`config.mk`:
```
export PLATFORM = sky130hd
export DESIGN_NAME = spike_out_aer
export DESIGN_NICKNAME = d
export VERILOG_FILES = /design/src/rtl/spike_out_aer.sv
export SDC_FILE = /design/constraint.sdc
export NUM_CORES = 1
export LEC_CHECK = 0
export CORE_UTILIZATION = 60
export DETAILED_ROUTE_END_ITERATION = 7
export PLACE_DENSITY = 0.77
export RECOVER_POWER = 100
export SYNTH_ARGS = -nofsm -noshare
export SYNTH_HDL_FRONTEND = slang
export SYNTH_SLANG_ARGS = --single-unit
```
`constraint.sdc`:
```
create_clock -name clk -period 4 [get_ports clk]
set_input_delay 0.6 -clock clk [delete_from_list [all_inputs] [get_ports clk]]
set_output_delay 0.6 -clock clk [all_outputs]
set_load 0.03 [all_outputs]
```
`src/rtl/spike_out_aer.sv`:
```
// AER spike encoder: queues {eot, timestep, neuron address} events in a FIFO drained over valid/ready.
// Optional end-of-timestep markers are enabled by defining SPIKE_OUT_EOT_EN.
module spike_out_aer #(
  parameter int NEURON_NO  = 256,
  parameter int FIFO_DEPTH = 16,
  parameter int TS_W       = 16,
  parameter int OVF_W      = 8,
  localparam int AW = $clog2(NEURON_NO),
  localparam int PW = $clog2(FIFO_DEPTH),
  localparam int CW = $clog2(FIFO_DEPTH) + 1
) (
  input  logic            clk,
  input  logic            reset,
  input  logic            sys_en,
  input  logic            dt_tick,
  input  logic            update_en,
  input  logic [AW-1:0]   sp_out_wr_addr,
  input  logic            sp_out,
  input  logic            aer_ready,
  output logic            aer_valid,
  output logic [AW-1:0]   aer_addr,
  output logic [TS_W-1:0] aer_ts,
  output logic            aer_eot,
  output logic [CW-1:0]   fifo_cnt,
  output logic            fifo_full,
  output logic [OVF_W-1:0] ovf_cnt
);

  typedef struct packed {
    logic            eot;
    logic [TS_W-1:0] ts;
    logic [AW-1:0]   addr;
  } entry_t;

  entry_t          mem [FIFO_DEPTH];
  entry_t          head_q;
  entry_t          head_next;
  entry_t          push_entry;
  logic [PW-1:0]   wr_ptr;
  logic [PW-1:0]   rd_ptr;
  logic [PW-1:0]   next_rd;
  logic [CW-1:0]   cnt;
  logic [CW-1:0]   cnt_after_pop;
  logic [CW-1:0]   cnt_next;
  logic [TS_W-1:0] ts;
  logic [OVF_W-1:0] ovf;
  logic            valid_q;
  logic            spike_push;
  logic            tick;
  logic            push_req;
  logic            push_ok;
  logic            pop;
  logic            full;
  logic            marker_lost;
  logic            drop;

  assign spike_push = sys_en & update_en & sp_out;
  assign tick       = sys_en & dt_tick;

`ifdef SPIKE_OUT_EOT_EN
  logic            eot_pend;
  logic [TS_W-1:0] pend_ts;
  logic            pend_set;
  logic            pend_clr;

  // Spikes always win the single push slot; a marker waits in eot_pend until a spike-free cycle.
  always_comb begin
    push_req    = 1'b0;
    push_entry  = '0;
    pend_set    = 1'b0;
    pend_clr    = 1'b0;
    marker_lost = 1'b0;
    if (spike_push) begin
      push_req   = 1'b1;
      push_entry = '{eot: 1'b0, ts: ts, addr: sp_out_wr_addr};
      if (tick) begin
        if (eot_pend) marker_lost = 1'b1;
        else          pend_set    = 1'b1;
      end
    end else if (eot_pend) begin
      push_req   = 1'b1;
      push_entry = '{eot: 1'b1, ts: pend_ts, addr: '1};
      pend_clr   = 1'b1;
      pend_set   = tick;
    end else if (tick) begin
      push_req   = 1'b1;
      push_entry = '{eot: 1'b1, ts: ts, addr: '1};
    end
  end

  always_ff @(posedge clk) begin
    if (!reset) begin
      eot_pend <= 1'b0;
      pend_ts  <= '0;
    end else if (pend_set) begin
      eot_pend <= 1'b1;
      pend_ts  <= ts;
    end else if (pend_clr) begin
      eot_pend <= 1'b0;
    end
  end
`else
  always_comb begin
    push_req    = spike_push;
    push_entry  = '{eot: 1'b0, ts: ts, addr: sp_out_wr_addr};
    marker_lost = 1'b0;
  end
`endif

  assign full    = (cnt == CW'(FIFO_DEPTH));
  assign pop     = valid_q & aer_ready;
  assign push_ok = push_req & (~full | pop);
  assign drop    = (push_req & full & ~pop) | marker_lost;

  assign cnt_after_pop = cnt - CW'(pop);
  assign cnt_next      = cnt_after_pop + CW'(push_ok);
  assign next_rd       = rd_ptr + PW'(pop);

  // Output register is preloaded with the next head; an entry pushed into an emptied FIFO bypasses memory.
  always_comb begin
    head_next = mem[next_rd];
    if (cnt_after_pop == '0) head_next = push_entry;
  end

  always_ff @(posedge clk) begin
    if (push_ok) mem[wr_ptr] <= push_entry;
  end

  always_ff @(posedge clk) begin
    if (!reset) begin
      wr_ptr  <= '0;
      rd_ptr  <= '0;
      cnt     <= '0;
      ts      <= '0;
      ovf     <= '0;
      valid_q <= 1'b0;
      head_q  <= '0;
    end else begin
      if (tick)    ts     <= ts + TS_W'(1);
      if (push_ok) wr_ptr <= wr_ptr + PW'(1);
      rd_ptr  <= next_rd;
      cnt     <= cnt_next;
      valid_q <= (cnt_next != '0);
      if (cnt_next != '0) head_q <= head_next;
      if (drop && (ovf != '1)) ovf <= ovf + OVF_W'(1);
    end
  end

  assign aer_valid = valid_q;
  assign aer_addr  = head_q.addr;
  assign aer_ts    = head_q.ts;
  assign aer_eot   = head_q.eot;
  assign fifo_cnt  = cnt;
  assign fifo_full = full;
  assign ovf_cnt   = ovf;

endmodule
```
==> results.md <==
- Filler instances: 1,918
- Number of global-route vias before repair: 11,305
- Critical path data required time: 4.37 ns
- H-tree levels: 2
- Share of post-route cells with drive strength above 1: 13.4%
- Most used cell, CP: sky130_fd_sc_hd__ha_1
- Hold buffer count at cts: 0
- Later-pin clock latency in the skew report: 0.55 ns
- Synth top area cells: sky130_fd_sc_hd__edfxtp_1, sky130_fd_sc_hd__dfxtp_1, sky130_fd_sc_hd__mux4_2
- Setup TNS: 0 ns
- Slowest cell delay on critical path: 0.63 ns
- Hold Startpoint: aer_ts[15]
- Count of clock tree sinks: 446
- Hold Path End: aer_ts[15]
- Origin of the critical flop-to-flop path: fifo_cnt[3]
- Setup clock skew after layout: 0.0171 ns
- Detailed placement HPWL: 24.9 mm
- Number of standard cells in the final layout excluding fillers: 1,745
- 1st-pass router iterations: 6
- GRT Residual Overflow: 0
- Placed insts: 1,665
- Power per cell area: 621 mW/mm^2
- Upper clock frequency limit: 277 MHz
- Resized cells post-CTS: 0
- Synthesized area divided by synthesized cell count: 14.7 sq um
- Number of DRC markers after the initial detailed-route iteration: 1,380
- Endpoint of the most critical register-to-register path: aer_ts[2]
- Count of boundary I/O pins: 55
- TritonCTS clock tree: yes
- Port Buffer Count: 53
- CP Data Arrival Time: 3.99 ns
- Finished Core Util: 70.1%
- Power Total: 12.9 mW
- Post-route cell area: 0.0208 sq mm
- Start-to-end type of the worst setup path: reg2reg
- Area growth syn-to-layout: 14.7%
- Post-synthesis instance area: 0.0182 sq mm
- Yosys reg bits: 446
- PnR worst setup slack: 0.384 ns
- Post-synthesis net count: 1,266
- Cell depth of the worst hold path: 2
- Number of post-CTS setup repair buffers: 0
- Worst slack, placed: 0.274 ns
- Via density: 6.53
- CTS root buffer: sky130_fd_sc_hd__clkbuf_16
- Tcrit/Tclk final: 90.4%
- Wire length per cell: 25.7 um
- Final layout net count: 1,348
- Number of max-slew violations in the final report: 33
- Initial core utilization: 61.1%
- Total detailed-routing wirelength: 44.8 mm
- Largest net degree at the start of global routing: 93
- Worst Max-Slew Pin Slew: 1.59 ns
- Async S/R FF share, synth: 0%
- TritonCTS buffer count: 44
- Number of max-capacitance violations reported: 1
- Normalized max-slew margin: -5.76%
- Cell taking the most area after synthesis: sky130_fd_sc_hd__edfxtp_1
- Peak ir drop on the vdd network: 0.000440 V
- Static leakage: 7.17 nW
- Most common flop cell mapped by yosys: sky130_fd_sc_hd__edfxtp_1
- Die W: 176 um
- Critical-path maximum fanout: 24
- Total die area: 0.0310 sq mm
- Violated checks: max-capacitance violations, max-slew violations
- Sequential-to-total area share from yosys stat: 70.3%
- Outcome: finished with violations
- Count of mapped cells out of synthesis: 1,239
- Via count: 11,399
- Setup-failing EPs final: 0
- Slowest library cell on the worst path: sky130_fd_sc_hd__nor4b_1
- R2R depth: 8
- Number of distinct library cells after synthesis: 48
- Longest Clk Path Bufs: 3
- Top cell type's share of synthesized area: 63.5%
- Unrepaired setup endpoints after global routing: no
- Global-route total usage across every layer: 29.5%
- First-pass GRT wire length: 67.1 mm
- Internal reg-to-reg setup slack: 0.38 ns
- Antenna violations before repair: 1
- Nature of the critical path startpoint: flop
- Final GP Congestion: 0.829
- Hold violation count in the final report: 0
- Sequence of cells on the critical path: nor4b_1, a31oi_1, ha_1, ha_1, or4_1, clkbuf_2, o211ai_1, o32ai_1
- Die H: 176 um
- Worst min path class: reg2reg
- ANT cells: 0
- Clock Pin Slew Worst Setup and Hold Paths: 0.06 ns
- Core Area: 0.0297 sq mm
- Minimum clock period after layout: 3.62 ns
- Type of element capturing the critical path: flop
- Number of remaining DRC errors: 0
- Number of standard-cell rows in the floorplan: 63
- Instance area at placement: 0.0196 sq mm
- Fin Hold WS: 0.494 ns
- Post-synth EDFFs: 384
- Count of nets left with antenna violations after detail routing: 0
- Yosys synthesis warning count: 0
## state kept, by name (all words and copies together) (netlist names)
| name | flops |
|---|---|
| mem | 384 |
| aer_ts | 16 |
| ts | 16 |
| aer_addr | 8 |
| ovf_cnt | 8 |
| fifo_cnt | 5 |
| rd_ptr | 4 |
| wr_ptr | 4 |
| aer_valid | 1 |
## cell families (layout without fill, tap and decap cells)
group	Yosys count	in the layout	synth area share [%]
xor gates and xnor gates	32	32	1.54
DFF	446	446	70.3
and+or+nand+nor	394	394	9.82
muxes	78	78	7.47
buffers and inverters	120	236	2.77
AOI/OAI and AO/OA	156	156	7.26
other	1	1	0.0206
adders and majority gates	12	12	0.826
## critical path: cells and delay by family, from the launching register on
family	cells	cell delay, ns
fa+ha+maj	2	0.60
simple gates	2	1.22
flops	1	0.47
compound gates	3	0.69
buf+inv	1	0.45
## report_power, final
group | switching [mW] | total (mW) | internal [mW] | leakage, nW
Combinational | 2.08 | 3.44 | 1.37 | 2.18
Sequential | 0.132 | 5.28 | 5.15 | 4.27
Clock | 1.68 | 4.21 | 2.53 | 0.726
## metal layers
metal  up-vias  routed length (um)  GRT usage [%]
li1       4892                   -              -
met1      5676               17000           40.2
met2       695               21200           46.9
met3       136                5060           6.09
met4         0                1580           11.7
met5         -                   0              0
## Yosys cell counts, types with 2 or more instances
| library cell | number |
|---|---|
| sky130_fd_sc_hd__buf_4 | 5 |
| sky130_fd_sc_hd__mux4_2 | 46 |
| sky130_fd_sc_hd__o21ai_0 | 5 |
| sky130_fd_sc_hd__nor3b_1 | 11 |
| sky130_fd_sc_hd__or4_1 | 2 |
| sky130_fd_sc_hd__xnor2_1 | 20 |
| sky130_fd_sc_hd__o32ai_1 | 4 |
| sky130_fd_sc_hd__buf_1 | 2 |
| sky130_fd_sc_hd__a31oi_1 | 25 |
| sky130_fd_sc_hd__and3_1 | 3 |
| sky130_fd_sc_hd__nor3_1 | 12 |
| sky130_fd_sc_hd__clkbuf_1 | 60 |
| sky130_fd_sc_hd__and4b_1 | 2 |
| sky130_fd_sc_hd__nor2b_1 | 2 |
| sky130_fd_sc_hd__buf_6 | 2 |
| sky130_fd_sc_hd__xor2_1 | 12 |
| sky130_fd_sc_hd__dfxtp_1 | 62 |
| sky130_fd_sc_hd__nor4_1 | 7 |
| sky130_fd_sc_hd__nand4_1 | 6 |
| sky130_fd_sc_hd__edfxtp_1 | 384 |
| sky130_fd_sc_hd__buf_2 | 15 |
| sky130_fd_sc_hd__nand3b_1 | 4 |
| sky130_fd_sc_hd__ha_1 | 12 |
| sky130_fd_sc_hd__o31a_1 | 23 |
| sky130_fd_sc_hd__and2_1 | 10 |
| sky130_fd_sc_hd__a41oi_1 | 24 |
| sky130_fd_sc_hd__or3_1 | 5 |
| sky130_fd_sc_hd__o22ai_1 | 24 |
| sky130_fd_sc_hd__a21oi_1 | 5 |
| sky130_fd_sc_hd__o32ai_2 | 19 |
| sky130_fd_sc_hd__nor2_1 | 43 |
| sky130_fd_sc_hd__nand2b_1 | 4 |
| sky130_fd_sc_hd__inv_1 | 35 |
| sky130_fd_sc_hd__nand2_1 | 202 |
| sky130_fd_sc_hd__mux2i_1 | 31 |
| sky130_fd_sc_hd__nand3_1 | 76 |
| sky130_fd_sc_hd__o211ai_1 | 24 |
## placed cells by master (no fill, tap or decap), drive strengths merged, types with 2 or more instances in the layout
| cell type | count |
|---|---|
| nor4 | 7 |
| or3 | 5 |
| a41oi | 24 |
| edfxtp | 384 |
| o211ai | 24 |
| xnor2 | 20 |
| xor2 | 12 |
| o31a | 23 |
| dlygate4sd3 | 48 |
| clkdlybuf4s50 | 5 |
| nor2b | 2 |
| a31oi | 25 |
| nor3b | 12 |
| bufinv | 6 |
| nand3 | 76 |
| a21oi | 5 |
| buf | 30 |
| nor3 | 12 |
| nand2 | 202 |
| ha | 12 |
| nand2b | 4 |
| clkinv | 14 |
| o21ai | 5 |
| nand4 | 6 |
| nor2 | 43 |
| and2 | 10 |
| dfxtp | 62 |
| inv | 36 |
| and3 | 3 |
| or4 | 2 |
| mux2i | 31 |
| mux4 | 46 |
| o32ai | 23 |
| nand3b | 4 |
| o22ai | 24 |
| and4b | 2 |
| clkbuf | 97 |
## worst max path at each step
stage                     start          end  cells past startpoint
floorplan           fifo_cnt[3]    mem[3][0]                      5
global placement      aer_ready  aer_addr[7]                     10
detailed placement    aer_ready  aer_addr[7]                     10
global route        fifo_cnt[3]  aer_addr[7]                      8
CTS                 fifo_cnt[3]  aer_addr[7]                      7
finish              fifo_cnt[3]    aer_ts[2]                      8
## cell type report
| class | instances | area [sq um] | share of cell area, % |
|---|---|---|---|
| Clock inverter | 20 | 259 | 1.24 |
| Inverter | 36 | 135 | 0.648 |
| Clock buffer | 60 | 1220 | 5.87 |
| Timing Repair Buffer | 120 | 1020 | 4.89 |
| Sequential cell | 446 | 12800 | 61.3 |
| Tap cell | 390 | 488 | 2.34 |
| Multi-Input combinational cell | 673 | 4950 | 23.7 |
Power figures use the tool's default switching activity.
